### src/rtl/dither_pixel_packer.sv
// Packs 4-pixel dithered groups into 32-bit words; optional line flush via DITHER_PACK_LINE_FLUSH_EN.
// Latency 1 cycle from completing accept to vout_valid; stalls vin only on the completing slot.
module dither_pixel_packer #(
  parameter int OUTPUT_BITS = 1
) (
  input  logic                      clk,
  input  logic                      rst,
  input  logic [OUTPUT_BITS*4-1:0]  vin,
  input  logic                      vin_valid,
  output logic                      vin_ready,
  input  logic                      vin_eol,
  output logic [31:0]               vout,
  output logic                      vout_valid,
  input  logic                      vout_ready,
  output logic                      vout_eol
);
  localparam int GW  = OUTPUT_BITS * 4;
  localparam int GPW = 32 / GW;
  localparam int CW  = (GPW > 1) ? $clog2(GPW) : 1;

  logic [CW-1:0] cnt;
  logic [31:0]   acc;
  logic [31:0]   slot_word;
  logic [5:0]    shamt;
  logic          last_slot;
  logic          completing_slot;
  logic          accept;
  logic          complete;

  assign last_slot = (cnt == CW'(GPW - 1));

`ifdef DITHER_PACK_LINE_FLUSH_EN
  assign completing_slot = last_slot || vin_eol;
`else
  logic unused_eol;
  assign unused_eol      = vin_eol;
  assign completing_slot = last_slot;
`endif

  // Only the word-closing group has to wait for the output register.
  assign vin_ready = !completing_slot || !vout_valid || vout_ready;
  assign accept    = vin_valid && vin_ready;
  assign complete  = accept && completing_slot;

  // Group placed in its slot with every other bit zero, so it can be OR-ed in.
  assign shamt     = 6'(cnt) * 6'(GW);
  assign slot_word = {vin, {(32 - GW){1'b0}}} >> shamt;

  always_ff @(posedge clk or posedge rst) begin
    if (rst) begin
      cnt        <= '0;
      acc        <= '0;
      vout       <= '0;
      vout_valid <= 1'b0;
    end else if (complete) begin
      vout       <= acc | slot_word;
      vout_valid <= 1'b1;
      cnt        <= '0;
      acc        <= '0;
    end else begin
      if (vout_valid && vout_ready)
        vout_valid <= 1'b0;
      if (accept) begin
        acc <= acc | slot_word;
        cnt <= cnt + 1'b1;
      end
    end
  end

`ifdef DITHER_PACK_LINE_FLUSH_EN
  always_ff @(posedge clk or posedge rst) begin
    if (rst)
      vout_eol <= 1'b0;
    else if (complete)
      vout_eol <= vin_eol;
  end
`else
  assign vout_eol = 1'b0;
`endif

endmodule

### config.mk
export PLATFORM = sky130hd
export DESIGN_NAME = dither_pixel_packer
export DESIGN_NICKNAME = d
export VERILOG_FILES = /design/src/rtl/dither_pixel_packer.sv
export SDC_FILE = /design/constraint.sdc
export NUM_CORES = 1
export LEC_CHECK = 0
export BUFFER_PORTS_ARGS = -buffer_cell sky130_fd_sc_hd__buf_2
export CELL_PAD_IN_SITES_DETAIL_PLACEMENT = 1
export CELL_PAD_IN_SITES_GLOBAL_PLACEMENT = 1
export CORE_UTILIZATION = 30
export CTS_CLUSTER_DIAMETER = 120
export DETAILED_ROUTE_END_ITERATION = 6
export PLACE_DENSITY = 0.57
export SLEW_MARGIN = 20
export SYNTH_ARGS = -nofsm -noshare
export SYNTH_HDL_FRONTEND = slang
export SYNTH_SLANG_ARGS = --single-unit
### constraint.sdc
create_clock -name clk -period 3.63 [get_ports clk]
set_input_delay 0.1815 -clock clk [delete_from_list [all_inputs] [get_ports clk]]
set_output_delay 0.1815 -clock clk [all_outputs]
set_load 0.01 [all_outputs]
# After elaboration in Yosys (flattened, before gate mapping)
# Index checks and enable logic that the tools add are counted.
[word_totals] word_cells=23 inputBits=9 regBits=68 out_inout_bits=35
[classes] shifts=1 n_mux=6 n_reduce_logical=9 add_sub_neg=1 eq_ne=1 n_bitwise=1
[ops] op="$mux W32" count=2
[ops] op="$or A32 B32 Y32" count=1
[ops] op="$shr A32 B5 Y32" count=1
[ops] op="$mux W3" count=2
[ops] op="$reduce_bool A2 Y1" count=2
[ops] op="$add A3 B1 Y3 const B" count=1
[ops] op="$eq A3 B3 Y1 const B" count=1
[ops] op="$logic_and A1 B1 Y1" count=3
[ops] op="$logic_not A1 Y1" count=2
[ops] op="$logic_or A1 B1 Y1" count=2
[ops] op="$mux W1" count=2

# Longest topological paths before layout
# Gate-level depths: netlist (run 1).
[logic_depth] word_depth=7 ltp_mapped=7 depth_no_buf=5

# Least setup slack after synthesis (run 1)
# No wires, ideal clock.
[synth_timing] path_type="register to register" startpoint="register cnt[0]" endpoint="register cnt[2]" path_stages_with_launch=6 n_path_buf=0 t_required_ns=3.505 t_arrival_ns=1.491 setup_time_ns=0.125 setup_slack_ns=2.014 period_less_slack_ns=1.616 cell_sequence="dfrtp_1 > ha_1 > ha_1 > nand3b_1 > nand2_1 > mux2_2"
[synth_via] elab_chain_cells=7 elab_cells_between_ends=10 cone_classes="add/sub: 1; eq/ne: 1; mux: 2; reduce/logical: 6"
[synth_lines] element="from (decl)" line="21" source="logic [CW-1:0] cnt;"
[synth_lines] element="from (signal assigned)" line="65" source="cnt <= cnt + 1'b1;"
[synth_lines] element="$eq A3 B3 Y1 (*)" line="30" source="assign last_slot = (cnt == CW'(GPW - 1));"
[synth_lines] element="$logic_not A1 Y1 (*)" line="41" source="assign vin_ready = !completing_slot || !vout_valid || vout_ready;"
[synth_lines] element="$logic_or A1 B1 Y1 (*) (2 in series)" line="41"
[synth_lines] element="via vin_ready" line="10" source="output logic vin_ready,"
[synth_lines] element="$logic_and A1 B1 Y1 (*)" line="42" source="assign accept = vin_valid && vin_ready;"
[synth_lines] element="$logic_and A1 B1 Y1" line="43" source="assign complete = accept && completing_slot;"
[synth_lines] element="$mux W3 / $reduce_bool A2 Y1 (equally long branches)"
# Mark *: on every way through the listed nets, which the timed path passes. The rest lies on a longest branch. The select of a mux whose other input is x is not followed.
# A chain may end at the register's enable or synchronous reset.

# Worst setup path in the final report (run 1)
[layout_timing] startpoint="register cnt[0]" endpoint="register acc[27]"
[layout_via] elab_chain_cells=7 elab_cells_between_ends=11 cone_classes="eq/ne: 1; shift: 1; mux: 2; bitwise: 1; reduce/logical: 6"
[layout_lines] element="branches (longest 7 deep; another with $shr A32 B5 Y32)"
[layout_lines] element="to (signal assigned)" line="64" source="acc <= acc | slot_word;"
[layout_lines] element="to (decl)" line="22" source="logic [31:0] acc;"
# Parallel ways; which one is timed is not known. The select of a mux whose other input is x is not followed.

==> impl_summary.log, run 1 <==
INFO  metric status = finished, final reports clean
INFO  metric cts-htree-levels = 3
INFO  metric worst-path-max-fanout = 9
INFO  metric path_cells = nor2b_1 > nand3_1 > o2bb2ai_1
INFO  metric route.vias.total = around 2,200
INFO  metric p_sw_share = roughly 37%
INFO  metric insertedDiodeCount = 0
INFO  metric number_of_global_route_vias_before_repair = 2,284
INFO  metric post_cts_resize_count = 0
INFO  metric worst-path-buf-inv = 0
INFO  metric critical-path-top-delay-family = simple AND/OR/NAND/NOR gates
INFO  metric tritoncts = yes
INFO  metric postCtsSetupBuffers = 0
INFO  metric final_hold_viol_count = 0
INFO  metric design.final.nets = approximately 300
INFO  metric grt_setup_unrepaired = no
INFO  metric dieHeight = 101.3 um
INFO  metric finalWirelength = roughly 7.6 mm
INFO  metric internal_power = ~1.9 mW
INFO  metric route.detailed.vias_per_inst = slightly above 5
INFO  metric fill_cells = about 1,000
INFO  metric max_slew_margin = between 40% and 50%
INFO  metric tritoncts_num_sinks = just under 70
INFO  metric max_cap_viol_count = 0
INFO  metric synthesis.area = slightly below 3000 um2
INFO  metric critical_path_required = approximately 3.9 ns
INFO  metric worst-setup-path-type = register to register
INFO  metric clock_path_buffers = 2
INFO  metric worst-slew-pin-transition = approximately 0.90 ns
INFO  metric grt.total_usage = approximately 17%
INFO  metric p_clk_share = a little over a fifth
INFO  metric crit_path_start_kind = register
INFO  metric detailedRoute.firstIterationViolations = 49
INFO  metric synthesis.area_per_instance = ~12 um2
INFO  metric design.core.area = around 9400 um2
INFO  metric synthesis_warnings = 0
INFO  metric hold_class = input port to register
INFO  metric finalMaxSlewViolations = 0
INFO  metric post_synth_num_cell_types = 28
INFO  metric fin_setup_tns = 0 ns
INFO  metric row_count = 35
INFO  metric synth_area_leaders = dfrtp_1, o2bb2ai_1, o21ai_2
INFO  metric io_buffer_count = 41
INFO  metric antenna_found_initial = 0
INFO  metric num_io_pins = 44
INFO  metric synth.top_cell.area_share = between 50% and 60%
INFO  metric powerDensity = ~900 nW/um2
INFO  metric post_layout_nonfiller_instances = 425
INFO  metric power_leakage = 1.493 nW
INFO  metric place_hpwl = approximately 4.7 mm
INFO  metric syn_nets = ~270
INFO  metric worst-endpoint-arrival = around 2.4 ns
INFO  metric yosys_register_bits = between 60 and 70
INFO  metric synth_top_cell_by_area = dfrtp_1
INFO  metric final.period_utilization = 58.76%
INFO  metric clk_pin_slew_worst_paths = roughly 0.07 ns
INFO  metric min_period = 2.133 ns
INFO  metric p_sw = approximately 1.1 mW
INFO  metric seqCellArea = between 1500 and 2000 um2
INFO  metric fp.dieArea = between 10,000 and 15,000 um2
INFO  metric comb_power_share = roughly 36%
INFO  metric overflow = 0
INFO  metric cp_slowest_stage_delay = between 0.7 and 0.8 ns
INFO  metric multi_input_area = 1106 um2
INFO  metric power.ir.vdd_worst = 0.2441 mV
INFO  metric place_inst = between 400 and 500
INFO  metric grt_max_degree = 47
INFO  metric route.detailed.drc = 0
INFO  metric wire_length_of_the_first_global_routing_pass = between 10 and 15 mm
INFO  metric synthesized_instance_count = 255
INFO  metric avgRoutedWirePerCell = 17.98 um
INFO  metric power.sequential.fraction = a little over two fifths
INFO  metric mostFrequentLayoutCell = dfrtp_1
INFO  metric max_freq = between 400 and 500 MHz
INFO  metric gp_routability_congestion = ~0.69
INFO  metric floorplan.die.width = 101.3 um
INFO  metric numCtsBuffers = 9
INFO  metric layout_common_cells = dfrtp_1, o21ai_0, buf_2
INFO  metric synth.yosys.seq_area_share = a little under three fifths
INFO  metric critPathCaptureType = register
INFO  metric power_total = 3.048 mW
INFO  metric clock_latency = about 0.34 ns
INFO  metric drt.antenna.violating_nets = 0
INFO  metric drive_above_1_share = between 30% and 40%
INFO  metric crit_slowest_cell = nor2b_1
INFO  metric setup_violations = 0
INFO  metric effective_utilization_at_floorplan = a little under a third
INFO  metric final.setup_skew = about 0.0063 ns
INFO  metric detailedRoute.firstPassIterationCount = 4
INFO  metric layout-area-overhead-vs-synth = 15.64%
INFO  metric clock_tree.root_cell = clkbuf_8
[cell families after synthesis]
group / after synthesis / share of synthesized area [%]
AO/OA/AOI/OAI: 138 / 31.19
adder cells (fa/ha/maj): 2 / 0.8452
buffers and inverters: 22 / 5.157
flip-flops: 68 / 57.48
multiplexers: 1 / 0.3804
other: 1 / 0.1267
AND/OR/NAND/NOR: 23 / 4.819
[worst paths after layout]
check | from | to | slack (ns) | depth (start not counted)
worst min register to register | acc[15] | acc[15] | 0.49 | 1
worst max-delay path | cnt[0] | acc[27] | 1.50 | 3
worst min-delay path | vin_valid | cnt[1] | 0.23 | 2
worst max register to register | cnt[0] | acc[27] | 1.50 | 3
max in group asynchronous | rst | acc[12] | 2.15 | 4
min in group asynchronous | rst | vout[27] | 0.52 | 3
[worst reg2reg max path: cells and delay by family (launching register included)]
family	cells	cell delay, ns
DFF	1	0.45
AOI/OAI and AO/OA	1	0.31
and+or+nand+nor	2	1.29
[registers in the layout, summed over array words and instances, names as in the netlist]
register and count:
acc 32, cnt 3, vout 32, vout_valid 1
[metal layers]
metal  GRT usage, %  part of all wire (%)  vias to the layer above
met5              0                     0                        -
met4          9.142                   2.8                        0
met3          2.830                   2.6                       17
met2          23.02                    42                       51
met1          24.69                    53                     1090
li1               -                     -                     1013
[cell usage after synthesis]
cell / n
a21oi_1: 32
o2bb2ai_1: 32
a21o_1: 1
and2_1: 5
conb_1: 1
ha_1: 2
buf_6: 7
nand3b_1: 1
o21ai_1: 1
a32o_1: 1
nand3_1: 4
mux2_2: 1
clkbuf_1: 7
nand2_1: 1
nand2_2: 1
o21ai_2: 28
nand2b_1: 1
inv_1: 2
or2_1: 1
nor2_2: 1
clkbuf_2: 1
and2b_4: 1
buf_2: 1
nor2b_1: 6
o21ai_0: 43
buf_4: 4
dfrtp_1: 68
nor3b_1: 1
[area by class of cell]
type | count | share of cell area [%]
inverter | 2 | 0.2193
timing repair buffer | 45 | 7.310
clock inverter | 1 | 0.8772
sequential | 68 | 49.71
multi-input combinational | 165 | 32.31
clock buffer | 15 | 4.861
tap | 129 | 4.715
[through the flow]
stage | cell area (um2) | util (%) | hold WS [ns] | setup slack (ns)
3_3_place_gp | 3217 | 34.17 | 0.3465 | 1.586
3_5_place_dp | 3217 | 34.17 | 0.3686 | 1.540
4_1_cts | 3423 | 36.36 | 0.2155 | 1.515
2_1_floorplan | 2960 | - | 0.4569 | 1.737
5_1_grt | 3423 | 36.36 | 0.2460 | 1.296
6_report | 3423 | 36.36 | 0.2255 | 1.497
[what timing repair did]
action | 4_1_cts | 5_1_grt
endpoints found under the hold margin | 29 | 0
endpoints found under the setup margin | 0 | 0
hold buffers | 1 | 0
[power groups by stage]
stage / clock [mW] / combinational, mW / sequential [mW]
final: 0.635 / 1.11 / 1.30
after global routing: 0.687 / 1.24 / 1.35
after CTS: 0.654 / 1.13 / 1.31
after detailed placement: 0 / 1.12 / 1.32
after global placement: 0 / 1.11 / 1.31
after floorplan: 0 / 0.706 / 1.36
Note: power is estimated with default switching activity, not from simulation.
==> inputs of run 2 (changes only) <==
--- a/config.mk
+++ b/config.mk
@@ -11,7 +11,7 @@
 export CORE_UTILIZATION = 30
 export CTS_CLUSTER_DIAMETER = 120
 export DETAILED_ROUTE_END_ITERATION = 6
-export PLACE_DENSITY = 0.57
+export PLACE_DENSITY = 0.6
 export SLEW_MARGIN = 20
 export SYNTH_ARGS = -nofsm -noshare
 export SYNTH_HDL_FRONTEND = slang
==> constraint.sdc (replaced) <==
create_clock -name clk -period 1.8 [get_ports clk]
set_input_delay 0.09 -clock clk [delete_from_list [all_inputs] [get_ports clk]]
set_output_delay 0.09 -clock clk [all_outputs]
set_load 0.01 [all_outputs]
==> run 2 against run 1 <==
Effect of this change: routed wire length is essentially flat; fmax up 26%; combinational power rose by 120%; largest cell class unchanged; first-iteration DRC count grew 24%.
==> impl_summary.log, run 2 (same netlist as run 1, synthesis figures left out) <==
INFO  metric dieHeight = slightly above 100 um
INFO  metric final_hold_viol_count = 0
INFO  metric status = finished, final reports clean
INFO  metric setup_violations = 0
INFO  metric clk_pin_slew_worst_paths = approximately 0.070 ns
INFO  metric fin_setup_tns = 0 ns
INFO  metric critical_path.startpoint = cnt[0]
INFO  metric place_inst = ~430
INFO  metric worst-setup-path-type = register to register
INFO  metric power_leakage = roughly 1.6 nW
INFO  metric route.detailed.vias_per_inst = between 5 and 6
INFO  metric reg_top3 = acc (32), vout (32), cnt (3)
INFO  metric effective_utilization_at_floorplan = a little under a third
INFO  metric layout_common_cells = dfrtp_1, buf_2, o21ai_0
INFO  metric numCtsBuffers = 9
INFO  metric detailedRoute.firstIterationViolations = 61
INFO  metric tritoncts_num_sinks = 68
INFO  metric clock_path_buffers = 2
INFO  metric post_dp_cell_area = roughly 3400 um2
INFO  metric design.core.area = 9415 um2
INFO  metric r2r_cells = 6
INFO  metric grt.total_usage = between 10% and 20%
INFO  metric detailedRoute.firstPassIterationCount = 4
INFO  metric route.detailed.drc = 0
INFO  metric cts-htree-levels = 3
INFO  metric grt_max_degree = 48
INFO  metric wire_length_of_the_first_global_routing_pass = roughly 13 mm
INFO  metric insertedDiodeCount = 0
INFO  metric drive_above_1_share = approximately 36%
INFO  metric num_io_pins = 44
INFO  metric design.final.nets = 325
INFO  metric worst-slew-pin-transition = ~0.53 ns
INFO  metric max_cap_viol_count = 0
INFO  metric worst-endpoint-arrival = between 1.5 and 2 ns
INFO  metric r2r_start = cnt[0]
INFO  metric final.period_utilization = around 94%
INFO  metric max_freq = 590.7 MHz
INFO  metric critPathCaptureType = register
INFO  metric final.setup_skew = 0.007748 ns
INFO  metric postCtsSetupBuffers = 0
INFO  metric fp.dieArea = 10,270 um2
INFO  metric max_slew_margin = about 65%
INFO  metric post-place-ws = ~0.0033 ns
INFO  metric gp_routability_congestion = between 0.6 and 0.7
INFO  metric min_period = 1.693 ns
INFO  metric hold_class = input port to register
INFO  metric clock_tree.root_cell = clkbuf_8
INFO  metric place_hpwl = about 5.2 mm
INFO  metric rrSetupSlack = 0.11 ns
INFO  metric io_buffer_count = between 40 and 50
INFO  metric clock_latency = 0.34 ns
INFO  metric finalWirelength = approximately 7.6 mm
INFO  metric floorplan.die.width = slightly above 100 um
INFO  metric worst_case_setup_margin_in_the_final_layout = ~0.11 ns
INFO  metric drt.antenna.violating_nets = 0
INFO  metric row_count = 35
INFO  metric worst-path-max-fanout = 32
INFO  metric hold_path_startpoint = vin_valid
INFO  metric whs_endpoint = vout_valid
INFO  metric tritoncts = yes
INFO  metric fin_util = roughly two fifths
INFO  metric critical_path_required = about 2 ns
INFO  metric mostFrequentLayoutCell = dfrtp_1
INFO  metric crit-reg2reg-capture = acc[19]
INFO  metric avgRoutedWirePerCell = 17.12 um
INFO  metric layout-area-overhead-vs-synth = 21.94%
INFO  metric hold_depth = 3
INFO  metric number_of_global_route_vias_before_repair = roughly 2,400
INFO  metric powerDensity = about 1800 nW/um2
INFO  metric final_area = ~3600 um2
INFO  metric grt_setup_unrepaired = no
INFO  metric route.vias.total = 2,249
INFO  metric antenna_found_initial = 0
INFO  metric overflow = 0
INFO  metric crit_path_start_kind = register
INFO  metric post_layout_nonfiller_instances = 446
INFO  metric power.ir.vdd_worst = 0.4126 mV
INFO  metric finalMaxSlewViolations = 0
## run 2: cell types whose count changed in the layout (fill, tap and decap cells not counted), sizes merged
cell	delta
clkinvlp	+1
buf	+23
clkinv	+1
inv	-1
clkbuf	-3
## run 2: worst max-delay path by stage
stage | end | slack (ns) | cells after the start
global placement | vout[29] | 0.03 | 6
finish | acc[19] | 0.11 | 6
CTS | acc[15] | 0.04 | 6
floorplan | cnt[2] | 0.18 | 5
global route | vout[28] | 0.008 | 6
detailed placement | vout[29] | 0.003 | 6
## run 2: routing by layer
layer  GRT usage, %  routed length, um  share of wire (%)
met5              0                  0                  0
met4          6.020                123                1.6
met3          3.451                249                3.3
met2          24.49               3384                 44
met1          23.87               3880                 51
## run 2: timing repair
action / 4_1_cts / 5_1_grt
setup endpoints to repair: 1 / 24
hold buffers: 1 / 0
gates resized for setup: 1 / 6
hold endpoints to repair: 21 / 0
## run 2: stage by stage
stage	hold WS (ns)	power [mW]
after floorplan	0.2467	4.168
after global placement	0.1513	5.061
after detailed placement	0.1634	5.149
after CTS	0.1201	6.441
after global routing	0.1487	6.821
final	0.1259	6.346
## run 2: worst max-delay path: stages (launching register included)
cell and delay [ns]:
dfrtp_1 0.35, ha_1 0.15, ha_1 0.22, nand2_2 0.11, or2_2 0.33, buf_6 0.22
o2bb2ai_1 0.17
## run 2: where the power goes
part	leakage [nW]	switching, mW	internal [mW]	total (mW)
registers	0.851	0.354	2.24	2.59
clock network	0.0983	0.567	0.700	1.27
logic	0.656	1.39	1.10	2.49
## run 2: area by class of cell
type | instances | area, um2
Fill cell | 1069 | 5806
Sequential cell | 68 | 1702
Multi-Input combinational cell | 165 | 1106
Timing Repair Buffer | 68 | 439.2
Tap cell | 129 | 161.4
Clock buffer | 12 | 155.1
Clock inverter | 2 | 35.03
Inverter | 2 | 11.26
==> inputs of run 3 (changes only) <==
--- a/config.mk
+++ b/config.mk
@@ -5,13 +5,13 @@
 export SDC_FILE = /design/constraint.sdc
 export NUM_CORES = 1
 export LEC_CHECK = 0
-export BUFFER_PORTS_ARGS = -buffer_cell sky130_fd_sc_hd__buf_2
 export CELL_PAD_IN_SITES_DETAIL_PLACEMENT = 1
 export CELL_PAD_IN_SITES_GLOBAL_PLACEMENT = 1
 export CORE_UTILIZATION = 30
 export CTS_CLUSTER_DIAMETER = 120
 export DETAILED_ROUTE_END_ITERATION = 6
-export PLACE_DENSITY = 0.6
+export DONT_BUFFER_PORTS = 1
+export PLACE_DENSITY = 0.55
 export SLEW_MARGIN = 20
 export SYNTH_ARGS = -nofsm -noshare
 export SYNTH_HDL_FRONTEND = slang
==> run 3 against run 2 <==
Effect of this change: routed wire length up 2.8%; critical path depth did not move; global-route usage is 0.072 points higher; die area unchanged; fmax increased by 1.2%; critical endpoint is now vout[30]; largest cell class unchanged; largest power group unchanged.
==> impl_summary.log, run 3 (same netlist as run 1, synthesis figures left out) <==
INFO  metric rrSetupSlack = 0.13 ns
INFO  metric comb_power_share = between 30 and 40%
INFO  metric power.ir.vdd_worst = 0.5386 mV
INFO  metric internal_power = approximately 3.8 mW
INFO  metric multi_input_area = 1106 um2
INFO  metric status = finished, final reports clean
INFO  metric wire_length_of_the_first_global_routing_pass = approximately 13 mm
INFO  metric numCtsBuffers = 9
INFO  metric tritoncts = yes
INFO  metric grt_max_degree = 33
INFO  metric hold_path_startpoint = vin_valid
INFO  metric place_inst = between 300 and 400
INFO  metric hold_depth = 2
INFO  metric max_slew_margin = between 50% and 60%
INFO  metric whs_endpoint = cnt[0]
INFO  metric r2r_cells = 6
INFO  metric p_clk_share = between 20% and 30%
INFO  metric finalWirelength = between 7 and 8 mm
INFO  metric route.detailed.vias_per_inst = between 5 and 6
INFO  metric p_sw_share = roughly 38%
INFO  metric power_leakage = 1.427 nW
INFO  metric fill_cells = around 1,000
INFO  metric overflow = 0
INFO  metric mostFrequentLayoutCell = dfrtp_1
INFO  metric number_of_global_route_vias_before_repair = ~2,300
INFO  metric design.final.nets = between 200 and 300
INFO  metric layout_common_cells = dfrtp_1, o21ai_0, o2bb2ai_1, a21oi_1, o21ai_2
INFO  metric route.vias.total = between 2,000 and 2,500
INFO  metric max_freq = 597.7 MHz
INFO  metric worst-slew-pin-transition = 0.7158 ns
INFO  metric crit-reg2reg-capture = vout[30]
INFO  metric detailedRoute.firstIterationViolations = a little over 60
INFO  metric critical_path_required = slightly above 2 ns
INFO  metric drive_above_1_share = 26.45%
INFO  metric p_sw = roughly 2.3 mW
INFO  metric final.period_utilization = slightly above 90%
INFO  metric post-place-ws = between 0.03 and 0.04 ns
INFO  metric dieHeight = between 100 and 150 um
INFO  metric floorplan.die.width = between 100 and 150 um
INFO  metric grt_setup_unrepaired = no
INFO  metric power.sequential.fraction = roughly 46%
INFO  metric post_layout_nonfiller_instances = slightly above 400
INFO  metric final_hold_viol_count = 0
INFO  metric fin_setup_tns = 0 ns
INFO  metric insertedDiodeCount = 0
INFO  metric finalMaxSlewViolations = 0
INFO  metric worst_case_setup_margin_in_the_final_layout = about 0.13 ns
INFO  metric r2r_start = cnt[0]
INFO  metric critPathCaptureType = register
INFO  metric seqCellArea = roughly 1700 um2
INFO  metric setup_violations = 0
INFO  metric layout-area-overhead-vs-synth = 15.64%
INFO  metric clk_pin_slew_worst_paths = approximately 0.070 ns
INFO  metric place_hpwl = roughly 5.2 mm
INFO  metric io_buffer_count = 0
INFO  metric powerDensity = between 1500 and 2000 nW/um2
INFO  metric max_cap_viol_count = 0
INFO  metric clock_tree.root_cell = clkbuf_8
INFO  metric final.setup_skew = about 0.0057 ns
INFO  metric avgRoutedWirePerCell = slightly below 20 um
INFO  metric fp.dieArea = between 10,000 and 15,000 um2
INFO  metric clock_path_buffers = 2
INFO  metric num_io_pins = 44
INFO  metric worst-endpoint-arrival = between 1.5 and 2 ns
INFO  metric antenna_found_initial = 0
INFO  metric detailedRoute.firstPassIterationCount = 4
INFO  metric clock_latency = 0.34 ns
INFO  metric effective_utilization_at_floorplan = approximately a third
INFO  metric gp_routability_congestion = 0.7301
INFO  metric drt.antenna.violating_nets = 0
INFO  metric tritoncts_num_sinks = between 60 and 70
INFO  metric cts-htree-levels = 3
INFO  metric min_period = ~1.7 ns
INFO  metric row_count = 35
INFO  metric design.core.area = ~9400 um2
INFO  metric worst-setup-path-type = register to register
INFO  metric reg_top3 = acc (32), vout (32), cnt (3)
INFO  metric hold_class = input port to register
INFO  metric hold-worst-slack = 0.03947 ns
INFO  metric grt.total_usage = ~17%
INFO  metric worst-path-max-fanout = 32
INFO  metric route.detailed.drc = 0
INFO  metric crit_path_start_kind = register
[run 3: critical path: stages (launching register included)]
cell and delay, ns:
dfrtp_1 0.36, ha_1 0.15, ha_1 0.22, nand2_2 0.11
or2_2 0.34, buf_12 0.19, o21ai_0 0.20
[run 3: power groups by stage]
stage                     Sequential, mW  Combinational [mW]  Clock (mW)
after floorplan                     2.74                1.42           0
after global placement              2.82                1.97           0
after detailed placement            2.84                2.04           0
after CTS                           2.82                2.05        1.26
after global routing                2.89                2.26        1.34
final                               2.81                2.02        1.22
[run 3: cell type report]
class / instances / area share [%]
Clock buffer: 10 / 4.020
Timing Repair Buffer: 28 / 7.749
Tap cell: 129 / 4.715
Inverter: 2 / 0.3289
Clock inverter: 3 / 1.170
Multi-Input combinational cell: 165 / 32.31
Sequential cell: 68 / 49.71
[run 3: what timing repair did]
item,CTS,global route
endpoints found under the hold margin,30,0
hold buffers,2,0
resized for setup,0,7
endpoints found under the setup margin,0,26
buffers inserted,0,0
[run 3: through the flow]
stage,power [mW],instance area [um2],util (%)
2_1_floorplan,4.168,2964,-
3_3_place_gp,4.795,3226,34.26
3_5_place_dp,4.881,3226,34.26
4_1_cts,6.135,3423,36.36
5_1_grt,6.501,3423,36.36
6_report,6.054,3423,36.36
[run 3: how the worst max path moves through the flow]
stage	depth (start not counted)	start	slack, ns	to
detailed placement	6	cnt[0]	0.04	acc[20]
finish	6	cnt[0]	0.13	vout[30]
floorplan	5	cnt[0]	0.18	cnt[2]
global route	6	cnt[0]	0.02	vout[30]
global placement	6	cnt[0]	0.13	acc[20]
CTS	6	cnt[0]	0.004	acc[22]
[run 3: metal layers]
layer | part of all wire [%] | global-route usage, % | up-vias | routed length, um
li1 | - | - | 987 | -
met1 | 51 | 23.67 | 1067 | 3984
met2 | 42 | 23.50 | 41 | 3330
met3 | 4.9 | 4.693 | 15 | 388
met4 | 1.9 | 7.023 | 0 | 149
met5 | 0 | 0 | - | 0
